File: config.mk
export PLATFORM = sky130hd
export DESIGN_NAME = tl45_decode
export DESIGN_NICKNAME = d
export VERILOG_FILES = /design/src/rtl/tl45_decode.sv
export SDC_FILE = /design/constraint.sdc
export NUM_CORES = 1
export LEC_CHECK = 0
export BUFFER_PORTS_ARGS = -buffer_cell sky130_fd_sc_hd__buf_2
export CORE_MARGIN = 1.5
export CORE_UTILIZATION = 45
export DETAILED_ROUTE_END_ITERATION = 8
export PLACE_DENSITY = 0.73
export SLEW_MARGIN = 10
export SYNTH_ARGS = -nofsm -noshare
export SYNTH_HDL_FRONTEND = slang
export SYNTH_SLANG_ARGS = --single-unit
export TNS_END_PERCENT = 5
File: constraint.sdc
create_clock -name i_clk -period 3.4 [get_ports i_clk]
set_input_delay 0.17 -clock i_clk [delete_from_list [all_inputs] [get_ports i_clk]]
set_output_delay 0.17 -clock i_clk [all_outputs]
set_load 0.005 [all_outputs]
File: src/rtl/tl45_decode.sv
// tl45_decode -- decode / operand-fetch stage of the tl45 pipeline.
//
// Decodes an LC-2200-style instruction and reads the register file. Each source
// operand is resolved through the ALU-stage and memory-stage forward paths.
// Load-use hazards against the LW held in the output buffer are detected here.
// The stage registers everything the ALU stage consumes.
//
// Ports:
//   i_clk, i_reset_n             clock (rising), async active-low reset
//   i_pipe_stall / i_pipe_flush  from ALU stage: hold / clear output buffer
//   o_pipe_stall / o_pipe_flush  to fetch stage
//   i_pc, i_instr                fetched instruction (all-zero = bubble)
//   o_rf_sr1/2, i_rf_sr1/2_val   combinational register-file read port
//   i_of1_reg/val, i_of2_reg/val ALU-stage / memory-stage forward (reg 0 = none)
//   o_pc .. o_target_address     registered decode result (1-cycle latency)
module tl45_decode (
    input  logic        i_clk,
    input  logic        i_reset_n,
    input  logic        i_pipe_stall,
    input  logic        i_pipe_flush,
    output logic        o_pipe_stall,
    output logic        o_pipe_flush,
    input  logic [31:0] i_pc,
    input  logic [31:0] i_instr,
    output logic [3:0]  o_rf_sr1,
    output logic [3:0]  o_rf_sr2,
    input  logic [31:0] i_rf_sr1_val,
    input  logic [31:0] i_rf_sr2_val,
    input  logic [3:0]  i_of1_reg,
    input  logic [31:0] i_of1_val,
    input  logic [3:0]  i_of2_reg,
    input  logic [31:0] i_of2_val,
    output logic [31:0] o_pc,
    output logic [3:0]  o_opcode,
    output logic [3:0]  o_dr,
    output logic        o_skp_mode,
    output logic [31:0] o_sr1_val,
    output logic [31:0] o_sr2_val,
    output logic [31:0] o_target_address
);

    localparam logic [3:0] OP_ADD  = 4'd0;
    localparam logic [3:0] OP_NAND = 4'd1;
    localparam logic [3:0] OP_ADDI = 4'd2;
    localparam logic [3:0] OP_LW   = 4'd3;
    localparam logic [3:0] OP_SW   = 4'd4;
    localparam logic [3:0] OP_GOTO = 4'd5;
    localparam logic [3:0] OP_JALR = 4'd6;
    localparam logic [3:0] OP_HALT = 4'd7;
    localparam logic [3:0] OP_SKP  = 4'd8;
    localparam logic [3:0] OP_LEA  = 4'd9;

    typedef struct packed {
        logic [31:0] pc;
        logic [3:0]  opcode;
        logic [3:0]  dr;
        logic        skp_mode;
        logic [31:0] sr1;
        logic [31:0] sr2;
        logic [31:0] tgt;
    } dec_t;

    dec_t        q, nxt;
    logic [3:0]  op, rx, ry, rz;
    logic [31:0] off;
    logic [3:0]  sr1_reg, sr2_reg;
    logic [31:0] sr1_v, sr2_v;
    logic        valid;
    logic        hazard;

    assign op  = i_instr[31:28];
    assign rx  = i_instr[27:24];
    assign ry  = i_instr[23:20];
    assign rz  = i_instr[3:0];
    assign off = {{12{i_instr[19]}}, i_instr[19:0]};

    // R0 reads as zero; the ALU forward is younger, so it beats the memory forward.
    function automatic logic [31:0] resolve(input logic [3:0] r, input logic [31:0] rf_val);
        if (r == 4'd0)           return 32'd0;
        else if (r == i_of1_reg) return i_of1_val;
        else if (r == i_of2_reg) return i_of2_val;
        else                     return rf_val;
    endfunction

    always_comb begin
        nxt     = '0;
        sr1_reg = '0;
        sr2_reg = '0;
        valid   = (i_instr != 32'd0);
        unique case (op)
            OP_ADD, OP_NAND: begin nxt.dr = rx; sr1_reg = ry; sr2_reg = rz; end
            OP_ADDI, OP_LW:  begin nxt.dr = rx; sr1_reg = ry; end
            OP_SW:           begin sr1_reg = ry; sr2_reg = rx; end
            OP_GOTO, OP_HALT: ;
            OP_LEA:          nxt.dr = rx;
            OP_JALR:         begin nxt.dr = ry; sr1_reg = rx; end
            OP_SKP:          begin sr1_reg = rx; sr2_reg = ry; nxt.skp_mode = i_instr[0]; end
            default:         valid = 1'b0;
        endcase
        // Unused/bubble slots read R0 so they can never match a pending LW.
        if (!valid) begin
            sr1_reg = '0;
            sr2_reg = '0;
        end
        sr1_v = resolve(sr1_reg, i_rf_sr1_val);
        sr2_v = resolve(sr2_reg, i_rf_sr2_val);

        nxt.pc     = i_pc + 32'd1;
        nxt.opcode = op;
        nxt.sr1    = sr1_v;
        nxt.sr2    = (op == OP_ADDI || op == OP_LW) ? off : sr2_v;
        case (op)
            OP_LW, OP_SW:    nxt.tgt = sr1_v + off;
            OP_GOTO, OP_LEA: nxt.tgt = i_pc + 32'd1 + off;
            OP_SKP:          nxt.tgt = i_pc + 32'd2;
            default:         nxt.tgt = 32'd0;
        endcase
        if (!valid) nxt = '0;
    end

    // Immediates never reach sr*_reg, so only true register reads can collide.
    assign hazard = (q.opcode == OP_LW) && (q.dr != 4'd0) &&
                    ((sr1_reg == q.dr) || (sr2_reg == q.dr));

    assign o_pipe_stall = i_pipe_stall | (hazard & ~i_pipe_flush);
    assign o_pipe_flush = i_pipe_flush;
    assign o_rf_sr1     = sr1_reg;
    assign o_rf_sr2     = sr2_reg;

    always_ff @(posedge i_clk or negedge i_reset_n) begin
        if (!i_reset_n)        q <= '0;
        else if (i_pipe_flush) q <= '0;
        else if (i_pipe_stall) q <= q;
        else if (hazard)       q <= '0;
        else                   q <= nxt;
    end

    assign o_pc             = q.pc;
    assign o_opcode         = q.opcode;
    assign o_dr             = q.dr;
    assign o_skp_mode       = q.skp_mode;
    assign o_sr1_val        = q.sr1;
    assign o_sr2_val        = q.sr2;
    assign o_target_address = q.tgt;

endmodule

After elaboration in Yosys (flattened, before gate mapping) --
Index checks and enable logic that the tools add are counted.
Word-level totals: register bits 137, bits in latches 0, bits in writable memories 0, ROM bits 0, input port bits 204, output and inout port bits 147, memories kept 0
Operators by class: add/subtract/negate cells 4, multiply operators 0, divide/modulo/power cells 0, order comparisons 0, equal/unequal tests 17, shift operators 0, multiplexer cells 19, bitwise gates (word level) 3, reduce and logical (&&, ||, !) cells 16
Operators with widths (number):
- $mux 137 | 4
- $mux 32 | 7
- $pmux 32 s3 | 1
- $add 32x32->32 | 2
- $add 32x1->32 const B | 1
- $add 32x2->32 const B | 1
- $reduce_bool 32->1 | 1
- $eq 4x4->1 | 6
- $eq 4x3->1 const B | 4
- $pmux 4 s2 | 2
- $eq 4x2->1 const B | 3
- $logic_not 4->1 | 3
- $pmux 4 s3 | 1
- $reduce_or 10->1 | 1
- $reduce_or 5->1 | 2
- $eq 4x4->1 const B | 2
- $mux 4 | 2
- $reduce_or 2->1 | 4
- $eq 4x1->1 const B | 1
- $reduce_bool 4->1 | 1
- $logic_and 1x1->1 | 2
- $logic_or 1x1->1 | 2
- $mux 1 | 2
- $ne 2x1->1 const B | 1
- 3 further kinds | 3

Depth between registers and ports, before layout --
word-level depth 14, gate-level depth with buffers 23

Worst setup path before layout --
OpenSTA, ideal clock, no wires.
path type input port to flip-flop, start input port i_instr[29], end register q (netlist bit o_target_address[16]), setup time 0.126 ns, arrival time 4.484 ns, required time 3.274 ns, path slack -1.211 ns, stages 22, path buffers 3, path through buf_2 -> nor4bb_1 -> buf_2 -> a221oi_2 -> a211oi_1 -> nor4_2 -> buf_2 -> mux2i_1 -> nand2_1 -> o211ai_1 -> o21ai_0 -> ha_1 -> fa_1 -> a21o_1 -> a221o_1 -> a21oi_1 -> a21oi_1 -> a21oi_1 -> o21bai_1 -> a21oi_1 -> xnor2_1 -> a221o_1
Between the ends: word-level cells in the longest chain between the ends 14
RTL lines:
- from (decl) | line 24 | input logic [31:0] i_instr,
- $eq 4x2->1, or another cell as far along | line 90 | unique case (op)
- $reduce_or 5->1 (no source line), or another cell as far along
- $pmux 4 s2 / $mux 1 (equally long branches) | line 90
- $mux 4 | line 101 | if (!valid) begin
- $eq 4x4->1 | line 81 | else if (r == i_of2_reg) return i_of2_val;
- $mux 32 | line 81
- $mux 32 | line 80 | else if (r == i_of1_reg) return i_of1_val;
- $mux 32 | line 79 | if (r == 4'd0) return 32'd0;
- $add 32x32->32 | line 113 | OP_LW, OP_SW: nxt.tgt = sr1_v + off;
- $pmux 32 s3 | line 112 | case (op)
- $mux 137 | line 118 | if (!valid) nxt = '0;
- $mux 137 (*) | line 134 | else if (hazard) q <= '0;
- $mux 137 (*) | line 133 | else if (i_pipe_stall) q <= q;
- $mux 137 (*) | line 132 | else if (i_pipe_flush) q <= '0;
- to (signal assigned) | line 133
- to (signal assigned) | line 135 | else q <= nxt;
- to (decl) | line 63 | dec_t q, nxt;
Every way passes the cells marked *; elsewhere a longest branch is shown, timed or not. The select of a mux whose other input is x is not followed. A chain may end at the register's enable or synchronous reset.

Worst setup path after layout --
start input port i_instr[29], end register q (netlist bit o_target_address[20])
Same word-level chain as after synthesis.

==> impl_metrics.tcl <==
set metrics [dict create \
    run_status "finished with violations" \
    failed_checks "negative setup slack" \
    clock_latency_ns 0.44 \
    syn_inst 1278 \
    numClockSinks 137 \
    async_flop_share_pct 100.0 \
    slew_headroom_pct 25.41 \
    placed_cell_area_mm2 0.01402 \
    grt_pass1_wl_um 67030 \
    numCtsBuffers 17 \
    muxShareOfSynthArea_pct 6.052 \
    synth_edf_count 0 \
    grt_antenna_before_repair 1 \
    hp-class "primary input to flop" \
    final_common_cell "buf_2" \
    dr_total_vias 12560 \
    synth_largest_area_cell "dfrtp_1" \
    final_cell_area_mm2 0.01549 \
    synth.top_cell.area_share_pct 32.90 \
    port_buffers 350 \
    cts_tree "yes" \
    die_h_um 155.2 \
    yosys.cell_types.count 62 \
    initial_core_util_pct 45.88 \
    synth_compound_area_share_pct 25.38 \
    cts_root_buf "clkbuf_16" \
    critPathLaunchType "primary input" \
    rows 55 \
    fillCellCount 1883 \
    grtUsageTotal_pct 36.23 \
    timing.fmax_mhz 238.8 \
    post-route-min-period_ns 4.187 \
    critical_path_arrival_ns 4.50 \
    fin_ws_ns -0.7875 \
    synth_nets 1523 \
    synth_xor_area_share_pct 7.985 \
    grt-ovfl-total 0 \
    tns_ns -14.50 \
    cap_viol_max_count 0 \
    ys.flop_type "dfrtp_1" \
    synth_top_family_by_area "compound AO/OA/AOI/OAI gates" \
    dp_hpwl_um 34320 \
    avgSynthCellArea_um2 8.153 \
    setup_violations 27 \
    firstDrtPassIters 5 \
    required_ns 3.71 \
    coreArea_mm2 0.02271 \
    route.detailed.drc 0 \
    ant_nets 0 \
    ys_seq_elements 137 \
    final_util_pct 68.20 \
    design.die.area_mm2 0.02408 \
    drt_wl_total_um 45240 \
    p_leak_nw 7.689 \
    criticalPathCategory "primary input to flop" \
    crit_fanout 8 \
    gp_congestion 0.9678 \
    viasPerCell 5.922 \
    drive_gt1_share_pct 40.24 \
    cts.clk_slew.worst_paths_ns 0.07 \
    seq_area_frac_synth_pct 32.90 \
    ir_drop_mv 0.2668 \
    finalHoldViolCount 0 \
    drt_iter0_markers 1246 \
    ioPinCount 351 \
    powerDensity_mw_per_mm2 382.1 \
    totalPowerFinal_w 0.005918 \
    syn_area_mm2 0.01042 \
    crit_path_end_kind "flop" \
    final_nets 2066 \
    yosys-top-cells-area "dfrtp_1 33%, o21ai_0 7.6%, nand2_1 6.6%" \
    syn2layout_area_growth_pct 48.63 \
    post-place-ws_ns -1.567 \
    skew_ns 0.01014 \
    grt_max_degree 129 \
    wire_per_inst_um 21.34 \
    rsz0062_at_grt "true" \
    htreeDepth 4 \
    synth-simple-area-share_pct 18.22 \
    slew_viol_final 0 \
    ys_warn_count 0 \
    synthAdderAreaFrac_pct 4.995 \
    period_share_pct 123.2 \
    cts_buffer_depth 2 \
    worst_slew_pin_slew_ns 1.119 \
    mostFrequentLayoutCells "347 x buf_2, 251 x buf_4, 183 x nand2_1" \
    dieWidth_um 155.2 \
    first_global_vias 11730 \
]
[cell usage after synthesis, types with 5 or more instances]
cell type,n
nand2b_1,14
nor4_1,12
nor3_1,11
a211oi_1,14
nor2b_1,5
and4_1,5
mux2i_1,63
a21oi_1,93
and3_1,9
o211ai_1,35
xnor2_1,61
dfrtp_1,137
a31oi_1,6
o21ai_1,18
ha_1,40
or3_1,7
nand2_1,184
and2_1,10
nand4_1,21
inv_1,23
buf_2,18
nand3_1,35
a22oi_1,13
or2_2,7
clkbuf_1,69
o221ai_1,19
xor2_1,34
a221o_1,17
o21ai_0,158
nor2_1,57
a21o_1,24
[cell type report]
type	count	area, µm²	area share (%)
inverter	23	86.33	0.5574
multi-input combinational	1027	7141	46.11
sequential	137	3428	22.14
tap	285	356.6	2.302
clock inverter	14	123.9	0.7998
clock buffer	18	439.2	2.836
timing repair buffer	615	3910	25.25
antenna	1	2.502	0.01616
[metrics by stage]
step | hold WS, ns | std cells
after floorplan | -0.1256 | 1278
after global placement | 0.4212 | 2049
after detailed placement | 0.4276 | 2049
after CTS | 0.06184 | 2092
after global routing | 0.09854 | 2120
final | 0.06328 | 2120
[power by group]
group          total [W]  internal [W]  leakage (nW)  switching, W
clock network    0.00184      0.000980         0.268      0.000860
logic            0.00232       0.00108          5.54       0.00125
registers        0.00175       0.00170          1.88     0.0000495
total            0.00592       0.00376          7.69       0.00215
[worst max-delay path, stage by stage]
cell and delay (ns):
buf_12 0.11, buf_12 0.13, buf_4 0.13, nor4b_2 0.32, a211oi_2 0.09, a211oi_2 0.37, nor4_4 0.11, buf_12 0.15
buf_4 0.14, mux2i_1 0.16, nand2_1 0.08, o211ai_1 0.21, o21ai_1 0.21, ha_1 0.36, a21o_1 0.18, a21o_1 0.18
a21o_1 0.17, a221o_1 0.35, o21a_1 0.24, o21ai_2 0.20, a21oi_2 0.10, xnor2_2 0.17, o221ai_1 0.15
[logic make-up after synthesis]
| logic type | count (synthesis) |
|---|---|
| simple gates | 398 |
| flops | 137 |
| buf+inv | 114 |
| fa+ha+maj | 41 |
| xor+xnor | 95 |
| compound gates | 430 |
| mux | 63 |
[registers in the layout, indices dropped and copies added, names as in the netlist]
name and flops:
o_sr1_val 32, o_target_address 32, o_dr 4, o_pc 32
o_sr2_val 32, o_skp_mode 1, o_opcode 4
[timing repair]
item | CTS | global route
hold buffers | 1 | 0
cloned | 1 | 0
endpoints found under the setup margin | 27 | 27
pin swaps | 40 | 62
gates resized for setup | 73 | 63
setup buffers | 11 | 28
endpoints found under the hold margin | 94 | 0
[worst paths after layout]
kind | endpoint | startpoint | slack, ns | cells past startpoint
setup / recovery | o_target_address[20] | i_instr[29] | -0.79 | 23
hold / removal | o_target_address[1] | i_pc[1] | 0.06 | 3
setup reg to reg | o_target_address[11] | o_dr[2] | 0.62 | 8
hold reg to reg | o_pc[0] | o_pc[0] | 0.48 | 2
max in group asynchronous | o_pc[9] | i_reset_n | 1.99 | 3
min in group asynchronous | o_pc[25] | i_reset_n | 0.50 | 2
[per-layer routing]
layer	vias up	wire [µm]	GRT usage (%)
met4	0	1182	11.43
met5	-	0	0
met3	93	3661	5.487
met1	6034	19560	51.15
met2	677	20840	57.21
li1	5751	-	-
No activity file was read; power rests on OpenSTA's default activity.
